===== src/rtl/sigma_delta_decimator_pkg.sv =====
// Shared helpers for the sigma-delta decimator: CIC width/shift arithmetic
// and signed saturation.
package sd_pkg;

  function automatic int cic_width(input int order, input int dec_log2);
    return order * dec_log2 + 2;
  endfunction

  function automatic int cic_shift(input int bw, input int order, input int dec_log2);
    return bw - 1 - order * dec_log2;
  endfunction

  function automatic logic signed [63:0] sat_signed(input logic signed [63:0] v, input int bw);
    logic signed [63:0] hi;
    logic signed [63:0] lo;
    hi = (64'sd1 <<< (bw - 1)) - 64'sd1;
    lo = -(64'sd1 <<< (bw - 1));
    if (v > hi) return hi;
    else if (v < lo) return lo;
    else return v;
  endfunction

endpackage


===== src/rtl/sigma_delta_decimator_if.sv =====
// PCM output handshake of the decimator: sample, valid/ready and sticky overrun.
interface sigma_delta_decimator_if #(parameter int BW = 16) ();
  logic [BW-1:0] sample_o;
  logic          valid_o;
  logic          ready_i;
  logic          overrun_o;

  modport master (output sample_o, output valid_o, output overrun_o, input ready_i);
  modport slave  (input sample_o, input valid_o, input overrun_o, output ready_i);
endinterface


===== src/rtl/sigma_delta_decimator_comb.sv =====
// One CIC differentiator: dout = din - din(previous strobe), delay loads on strobe.
module cic_comb_stage #(
  parameter int W = 17
) (
  input  logic         clk_i,
  input  logic         rst_i,
  input  logic         strobe_i,
  input  logic [W-1:0] din_i,
  output logic [W-1:0] dout_o
);

  logic [W-1:0] dly_q;
  logic [W-1:0] dly_d;

  always_comb begin
    dly_d = dly_q;
    if (strobe_i) dly_d = din_i;
  end

  always_ff @(posedge clk_i) begin
    if (rst_i) dly_q <= '0;
    else       dly_q <= dly_d;
  end

  assign dout_o = din_i - dly_q;

endmodule


===== src/rtl/sigma_delta_decimator.sv =====
// 1-bit bitstream to signed PCM via a sinc^3 CIC decimator, with a
// valid/ready output register and sticky overrun flag.
module sigma_delta_decimator
  import sd_pkg::*;
#(
  parameter int BW       = 16,
  parameter int DEC_LOG2 = 5,
  parameter int ORDER    = 3,
  parameter bit INVERT   = 1'b0
) (
  input  logic clk_i,
  input  logic rst_i,
  input  logic en_i,
  input  logic bit_i,
  sigma_delta_decimator_if.master pcm
);

  localparam int W  = cic_width(ORDER, DEC_LOG2);
  localparam int S  = cic_shift(BW, ORDER, DEC_LOG2);
  localparam int SW = $clog2(ORDER + 1);
  localparam logic [SW-1:0] SETTLE_DONE = SW'(ORDER);

  logic [W-1:0]        i1_q, i1_d, i2_q, i2_d, i3_q, i3_d;
  logic [DEC_LOG2-1:0] cnt_q, cnt_d;
  logic [SW-1:0]       settle_q, settle_d;
  logic [BW-1:0]       sample_q, sample_d;
  logic                valid_q, valid_d;
  logic                overrun_q, overrun_d;

  logic [W-1:0]        x;
  logic                strobe;
  logic                load;
  logic [W-1:0]        comb [0:ORDER-1];
  logic signed [63:0]  c3_ext;
  logic signed [63:0]  y_wide;
  logic [BW-1:0]       y_sat;

  assign x = (bit_i ^ INVERT) ? W'(1) : '1;

  for (genvar g = 0; g < ORDER; g++) begin : g_comb
    if (g == 0) begin : g_first
      cic_comb_stage #(.W(W)) u_comb (
        .clk_i   (clk_i),
        .rst_i   (rst_i),
        .strobe_i(strobe),
        .din_i   (i3_q),
        .dout_o  (comb[g])
      );
    end else begin : g_next
      cic_comb_stage #(.W(W)) u_comb (
        .clk_i   (clk_i),
        .rst_i   (rst_i),
        .strobe_i(strobe),
        .din_i   (comb[g-1]),
        .dout_o  (comb[g])
      );
    end
  end

  // Wrapped W-bit comb result is a valid signed value; widen before scaling.
  assign c3_ext = {{(64 - W){comb[ORDER-1][W-1]}}, comb[ORDER-1]};

  if (S >= 0) begin : g_shl
    assign y_wide = c3_ext <<< S;
  end else begin : g_shr
    assign y_wide = c3_ext >>> (-S);
  end

  assign y_sat = BW'(sat_signed(y_wide, BW));

  always_comb begin
    i1_d      = i1_q;
    i2_d      = i2_q;
    i3_d      = i3_q;
    cnt_d     = cnt_q;
    settle_d  = settle_q;
    sample_d  = sample_q;
    valid_d   = valid_q;
    overrun_d = overrun_q;

    strobe = en_i && (cnt_q == '1);
    load   = strobe && (settle_q == SETTLE_DONE);

    if (en_i) begin
      i1_d  = i1_q + x;
      i2_d  = i2_q + i1_q;
      i3_d  = i3_q + i2_q;
      cnt_d = cnt_q + 1'b1;
    end

    if (strobe && (settle_q != SETTLE_DONE)) settle_d = settle_q + 1'b1;

    if (load) begin
      sample_d = y_sat;
      valid_d  = 1'b1;
      if (valid_q && !pcm.ready_i) overrun_d = 1'b1;
    end else if (valid_q && pcm.ready_i) begin
      valid_d = 1'b0;
    end
  end

  always_ff @(posedge clk_i) begin
    if (rst_i) begin
      i1_q      <= '0;
      i2_q      <= '0;
      i3_q      <= '0;
      cnt_q     <= '0;
      settle_q  <= '0;
      sample_q  <= '0;
      valid_q   <= 1'b0;
      overrun_q <= 1'b0;
    end else begin
      i1_q      <= i1_d;
      i2_q      <= i2_d;
      i3_q      <= i3_d;
      cnt_q     <= cnt_d;
      settle_q  <= settle_d;
      sample_q  <= sample_d;
      valid_q   <= valid_d;
      overrun_q <= overrun_d;
    end
  end

  assign pcm.sample_o  = sample_q;
  assign pcm.valid_o   = valid_q;
  assign pcm.overrun_o = overrun_q;

endmodule


===== src/flat_wrapper.sv =====
// flat-port wrapper written by rule: the top's interface ports become plain ports
module sigma_delta_decimator_flat import sd_pkg::*;
#(
  parameter int BW       = 16,
  parameter int DEC_LOG2 = 5,
  parameter int ORDER    = 3,
  parameter bit INVERT   = 1'b0
)
  (clk_i, rst_i, en_i, bit_i, pcm_sample_o, pcm_valid_o, pcm_overrun_o, pcm_ready_i);
  sigma_delta_decimator_if #(.BW(BW)) pcm_i ();
  input  logic clk_i;
  input  logic rst_i;
  input  logic en_i;
  input  logic bit_i;
  output wire logic [$bits(pcm_i.sample_o)-1:0] pcm_sample_o;
  output wire logic [$bits(pcm_i.valid_o)-1:0] pcm_valid_o;
  output wire logic [$bits(pcm_i.overrun_o)-1:0] pcm_overrun_o;
  input wire logic [$bits(pcm_i.ready_i)-1:0] pcm_ready_i;
  assign pcm_sample_o = pcm_i.sample_o;
  assign pcm_valid_o = pcm_i.valid_o;
  assign pcm_overrun_o = pcm_i.overrun_o;
  assign pcm_i.ready_i = pcm_ready_i;
  sigma_delta_decimator #(.BW(BW), .DEC_LOG2(DEC_LOG2), .ORDER(ORDER), .INVERT(INVERT)) u_core (.clk_i(clk_i), .rst_i(rst_i), .en_i(en_i), .bit_i(bit_i), .pcm(pcm_i));
endmodule

===== config.mk =====
export PLATFORM = sky130hd
export DESIGN_NAME = sigma_delta_decimator_flat
export DESIGN_NICKNAME = d
export VERILOG_FILES = /design/src/rtl/sigma_delta_decimator_pkg.sv /design/src/rtl/sigma_delta_decimator_if.sv /design/src/rtl/sigma_delta_decimator_comb.sv /design/src/rtl/sigma_delta_decimator.sv /design/src/flat_wrapper.sv
export SDC_FILE = /design/constraint.sdc
export NUM_CORES = 1
export LEC_CHECK = 0
export BUFFER_PORTS_ARGS = -buffer_cell sky130_fd_sc_hd__buf_2
export CAP_MARGIN = 25
export CORE_UTILIZATION = 44
export DETAILED_ROUTE_END_ITERATION = 10
export GPL_TIMING_DRIVEN = 1
export PLACE_DENSITY = 0.67
export SYNTH_ARGS = -nofsm -noshare
export SYNTH_HDL_FRONTEND = slang
export SYNTH_HIERARCHICAL = 1
export SYNTH_SLANG_ARGS = --single-unit

===== constraint.sdc =====
create_clock -name clk_i -period 5.87 [get_ports clk_i]
set_input_delay 0.587 -clock clk_i [delete_from_list [all_inputs] [get_ports clk_i]]
set_output_delay 0.587 -clock clk_i [all_outputs]
set_load 0.05 [all_outputs]

# [Yosys cells after proc, flatten, opt, wreduce, memory -nomap -nowiden]
# Cells that the tools add are included.
[totals] out_inout_bits=18 register_bits=127
[classes] addsub=8 n_mux=5 n_eq_ne=3 order_cmp=2 n_reduce_logical=8
[ops] cell="adder 17 bit" count=3
[ops] cell="subtractor 17 bit" count=3
[ops] cell="two-way mux 16 bit" count=2
[ops] cell="> comparator 17 x 16 -> 1 bit, second input constant" count=1
[ops] cell="less-than comparator 17 x 16 -> 1 bit, second input constant" count=1
[ops] cell="two-way mux 17 bit" count=1
[ops] cell="adder 5 x 1 -> 5 bit, second input constant" count=1
[ops] cell="equality test 5 bit, second input constant" count=1
[ops] cell="logical AND 1 bit" count=5
[ops] cell="adder 2 x 1 -> 2 bit, second input constant" count=1
[ops] cell="equality test 2 bit, second input constant" count=1
[ops] cell="two-way mux 1 bit" count=2
[ops] cell="!= test 2 bit, second input constant" count=1
[ops] cell="AND reduction 2 bit" count=1
[ops] cell="nonzero test 2 bit" count=1
[ops] cell="zero test 1 bit" count=1

# [Longest topological paths before layout]
[logic_depth] ltp_word=6 mapped_depth=26

# [By module]
# Netlist, hierarchy kept.
[by_module_without_submodules] mod="sigma_delta_decimator" cells_per_inst=629 area_per_inst_um2=5117.4 instances=1
[by_module_without_submodules] mod="cic_comb_stage at u_core.g_comb[0].g_first.u_comb" cells_per_inst=186 area_per_inst_um2=1512.7 instances=1
[by_module_without_submodules] mod="cic_comb_stage at u_core.g_comb[2].g_next.u_comb" cells_per_inst=186 area_per_inst_um2=1492.7 instances=1
[by_module_without_submodules] mod="cic_comb_stage at u_core.g_comb[1].g_next.u_comb" cells_per_inst=186 area_per_inst_um2=1491.4 instances=1

# [Worst setup path before layout]
# No wires, ideal clock.
[synth_timing] path_type="register to register" start="register u_core.i3_q[0]" end="register u_core.sample_q[10], in the netlist u_core/pcm.sample_o[10]" setup_slack_ns=0.728 stages_incl_launch_ff=27 path_buffers=3 required_time_ns=5.784 t_arrival_ns=5.057 setup_ns=0.086 cell_sequence="dfxtp_1 > inv_1 > ha_1 > fa_1 > nand2b_1 > a211oi_2 > o211ai_2 > mux2i_1 > and3_1 > ha_1 > clkbuf_1 > nand2_1 > o21ai_0 > a211o_1 > nand3_1 > a211oi_1 > ha_1 > clkbuf_1 > a21oi_1 > nand2_1 > a221oi_1 > o21ai_1 > xnor2_1 > nor2b_1 > clkbuf_1 > a21oi_1 > a211oi_1"
[synth_rtl] item="from (decl)" line="sigma_delta_decimator.sv:23" text="logic [W-1:0] i1_q, i1_d, i2_q, i2_d, i3_q, i3_d;"
[synth_rtl] item="from (signal assigned)" line="sigma_delta_decimator.sv:115" text="i3_q <= i3_d;"
[synth_rtl] item="to (signal assigned)" line="sigma_delta_decimator.sv:118" text="sample_q <= sample_d;"
[synth_rtl] item="to (decl)" line="sigma_delta_decimator.sv:26" text="logic [BW-1:0] sample_q, sample_d;"

==> summary.md <==
| Metric | Value |
|---|---|
| Outcome | finished clean |
| Reg-to-reg critical path startpoint | u_core/i3_q[0]$_SDFFE_PP0P_ |
| Routed len/inst | about 14 microns |
| Total global routing overflow | 0 |
| Via density per instance | 5.55 |
| Combinational share of power | roughly 70% |
| Distinct cell type count after synthesis | 68 |
| CTS H-tree depth | 4 |
| Final Hold Viols | 0 |
| CTS tree | built |
| Pwr/cell area | just over 600 nW/um^2 |
| Slew Limit Fails | 0 |
| Post-CTS Setup Repair Bufs | 0 |
| Crit path capture | u_core/pcm.sample_o[11]$_SDFFE_PP0P_ |
| Diode count | 0 |
| Clock network power share | around 16% |
| Crit. End Element | register |
| Die W | 150 microns |
| Layout cells sized above 1 | roughly 7.4% |
| Pre-CTS WS | 0.0612 ns |
| Total CTS buffers | 17 |
| Final Routed Wirelength | 20700 microns |
| Maximum vdd drop | roughly 0.00044 V |
| Non-Filler Instances | 1471 |
| Worst slew pin tran | 0.955 ns |
| Largest net degree at the start of global routing | 59 |
| PostCTS Resize Cnt | 0 |
| Nets@finish | around 1.3k |
| Post-Syn Area | 9610 sq um |
| Via count | 8158 |
| Routability cong. | 0.835 |
| DP Cell Count | ~1.4k |
| Reg2Reg Depth | 22 |
| CTS Buffer Depth | 2 |
| Die area | 22400 sq um |
| Relative slew slack | 36.4% |
| Vert. Die Dim | 150 microns |
| # clock sinks | between 100 and 150 |
| P&R area growth vs syn | 9.19% |
| Synth area leaders | dfxtp_1, ha_1, mux2i_1 |
| CTS root buffer | clkbuf_16 |
| Max-cap viol count | 0 |
| Tmin final | 5.42 ns |
| Worst setup SP type | register |
| Reg2reg end | u_core/pcm.sample_o[11]$_SDFFE_PP0P_ |
| Switch share | 48.5% |
| DRT Pass-1 Iters | 5 |
| Final setup vio count | 0 |
| CP Class | reg -> reg |
| Rows | 53 |
| Number of synthesized flops with an enable pin | 0 |
| Top-area cell type share of the netlist area | a little over a quarter |
| Dpl hpwl | ~15000 microns |
| Period utilization | 92.3% |
| Number of DRC markers in iteration 0 | between 300 and 400 |
| Synth Instances | 1187 |
| CP startpoint | u_core/i3_q[0]$_SDFFE_PP0P_ |
| I/O Pins | 23 |
| Max Freq | approximately 180 MHz |
| CP arrival | between 5 and 6 ns |
| Core Area | about 21000 sq um |
| Asr flop ratio synth | 0% |
| Initial antenna violation count | 0 |
| R2r setup slk | around 0.45 ns |
| Crit-path max FO | 15 |
| Worst Skew | approximately 0.008 ns |
| Remaining DRCs | 0 |
| Number of port buffers | 22 |
| P_sw | roughly 3.2 mW |
| Total GRT Usage | 19.5% |
| Fill count | 2065 |
| Seq/Total Area, Yosys | a little over a quarter |
| Clock Latency Late Sink | 0.43 ns |
| Routed Antenna Nets | 0 |
| Initial Util | between 40 and 50% |
| Number of global-route vias before repair | ~7.9k |
| Largest area contributor in the netlist | dfxtp_1 |
| Syn Area/Cell | between 8 and 9 sq um |
| Fin Setup TNS | 0 ns |
| Sequential power share | 15.0% |
| Hold Crit Class | reg -> reg |
| Top FF cell, synth | dfxtp_1 |
| Worst-path clk slew | about 0.06 ns |
| Yosys reg bits | between 100 and 150 |
| Unrepaired setup endpoints after global routing | false |
| PnR worst setup slack | roughly 0.45 ns |
| YS warnings | 6 |
| Worst hold start | u_core/pcm.sample_o[15]$_SDFFE_PP0P_ |
| WP data required | around 6.1 ns |
| Leakage | approximately 4.2 nW |
| Internal power | 3.37 mW |
| Mapped Nets | roughly 1.3k |
| First-pass GRT wire length | around 36000 microns |
| # hold bufs at CTS | 0 |
## registers in the layout, summed over array words and instances (netlist names)
signal and cells:
u_core/pcm.sample_o 16, u_core/g_comb.g_first.u_comb/dly_q 17, u_core/pcm.valid_o 1, u_core/i3_q 17
u_core/cnt_q 5, u_core/settle_q 2, u_core/g_comb.g_next.u_comb/dly_q 34, u_core/i1_q 17
u_core/i2_q 17, u_core/pcm.overrun_o 1
## cell usage in the layout (no fill, tap or decap), types with 5 or more instances in the layout
master / synthesis / routed
buf_4: 1 / 6
buf_2: 10 / 21
o21ai_0: 52 / 51
a31o_1: 5 / 5
nor3_1: 20 / 20
a21oi_1: 96 / 96
a211oi_1: 43 / 43
nor3b_1: 9 / 9
o21bai_1: 8 / 8
xnor2_1: 46 / 45
o21a_1: 8 / 8
a221oi_1: 5 / 5
or4_1: 5 / 5
a211o_1: 6 / 6
o21ai_1: 7 / 8
a31oi_1: 9 / 9
nand4_1: 18 / 18
nand2_1: 71 / 71
ha_1: 98 / 98
a21o_1: 26 / 26
or3_1: 5 / 5
clkbuf_16: 0 / 17
fa_1: 6 / 6
mux2i_1: 78 / 78
dfxtp_1: 127 / 127
nand3_1: 33 / 33
nor2_1: 166 / 166
xor2_1: 22 / 22
inv_1: 71 / 71
and3_1: 12 / 12
o31ai_1: 5 / 5
nand2b_1: 13 / 12
a21oi_2: 5 / 5
## metal layers
layer  GRT usage, %  up-vias  wire length [microns]
met5              0        -                      0
met4           6.67        0                    249
met2           34.9      115                   9950
met3           3.69       23                    596
li1               -     4252                      -
met1           23.3     3768                   9940
## how the worst min path moves through the flow
stage	end	slack [ns]	depth (start not counted)
finish	u_core/pcm.sample_o[15]$_SDFFE_PP0P_	0.45	2
global route	u_core/i2_q[9]$_SDFFE_PP0P_	0.45	2
CTS	u_core/pcm.valid_o$_SDFFE_PP0P_	0.44	3
detailed placement	u_core/pcm.sample_o[15]$_SDFFE_PP0P_	0.45	2
global placement	u_core/pcm.sample_o[15]$_SDFFE_PP0P_	0.45	2
floorplan	u_core/i1_q[11]$_SDFFE_PP0P_	0.46	2
## cell usage after synthesis, types with 4 or more instances
library cell	n
nor2_1	166
dfxtp_1	127
ha_1	98
a21oi_1	96
mux2i_1	78
inv_1	71
nand2_1	71
o21ai_0	52
xnor2_1	46
a211oi_1	43
nand3_1	33
clkbuf_1	30
a21o_1	26
xor2_1	22
nor3_1	20
nand4_1	18
nand2b_1	13
and3_1	12
buf_2	10
a31oi_1	9
nor3b_1	9
o21a_1	8
o21bai_1	8
o21ai_1	7
a211o_1	6
buf_1	6
fa_1	6
a21oi_2	5
a221oi_1	5
a31o_1	5
o31ai_1	5
or3_1	5
or4_1	5
a22oi_1	4
nor2b_1	4
## kinds of logic (layout without fill, tap and decap cells)
group / count (synthesis) / count (layout) / share of synthesized area, %
XOR/XNOR: 68 / 68 / 6.19
buffers and inverters: 123 / 132 / 5.36
multiplexers: 79 / 79 / 8.24
AND/OR/NAND/NOR: 372 / 372 / 17.8
adder cells (fa/ha/maj): 104 / 104 / 14.0
AO/OA/AOI/OAI: 314 / 314 / 22.0
flip-flops: 127 / 127 / 26.4
## layout make-up
class | instances | area [sq um] | share of cell area [%]
multi-input cells | 937 | 6580 | 62.6
well taps | 275 | 344 | 3.28
repair buffers | 28 | 178 | 1.69
clock inverters | 14 | 159 | 1.51
flip-flops and latches | 127 | 2540 | 24.2
inverters | 72 | 270 | 2.57
clock buffers | 18 | 429 | 4.09
## worst max-delay path, cell delays in order (launching register included)
cell      delay, ns
dfxtp_1        0.37
inv_1          0.06
ha_1           0.21
fa_1           0.40
nand2b_1       0.20
a21oi_1        0.22
a31oi_1        0.13
xnor2_1        0.16
ha_1           0.41
a21oi_1        0.22
o21ai_2        0.09
a41oi_4        0.25
o21ai_0        0.15
xor2_1         0.18
ha_1           0.42
a21o_1         0.26
a31o_1         0.24
a221oi_1       0.32
o21ai_1        0.16
xnor2_2        0.26
nand2b_2       0.24
a21oi_1        0.21
a211oi_1       0.08
## per-stage QoR
| stage | cell area (sq um) | utilization [%] | power [mW] | hold slack (ns) |
|---|---|---|---|---|
| after global routing | 10500 | 49.5 | 7.18 | 0.450 |
| final | 10500 | 49.5 | 6.54 | 0.452 |
| after floorplan | 9610 | - | 4.59 | 0.457 |
| after global placement | 9860 | 46.5 | 5.22 | 0.446 |
| after CTS | 10500 | 49.4 | 6.34 | 0.436 |
| after detailed placement | 9890 | 46.6 | 5.23 | 0.447 |
## power groups by stage
stage                     logic [mW]  registers [mW]  clock network (mW)
final                           4.50           0.980                1.07
after CTS                       4.27           0.980                1.09
after floorplan                 3.61           0.975                   0
after detailed placement        4.23           0.998                   0
after global placement          4.23           0.997                   0
after global routing            5.06           0.988                1.13
No activity file was read; power rests on OpenSTA's default activity.
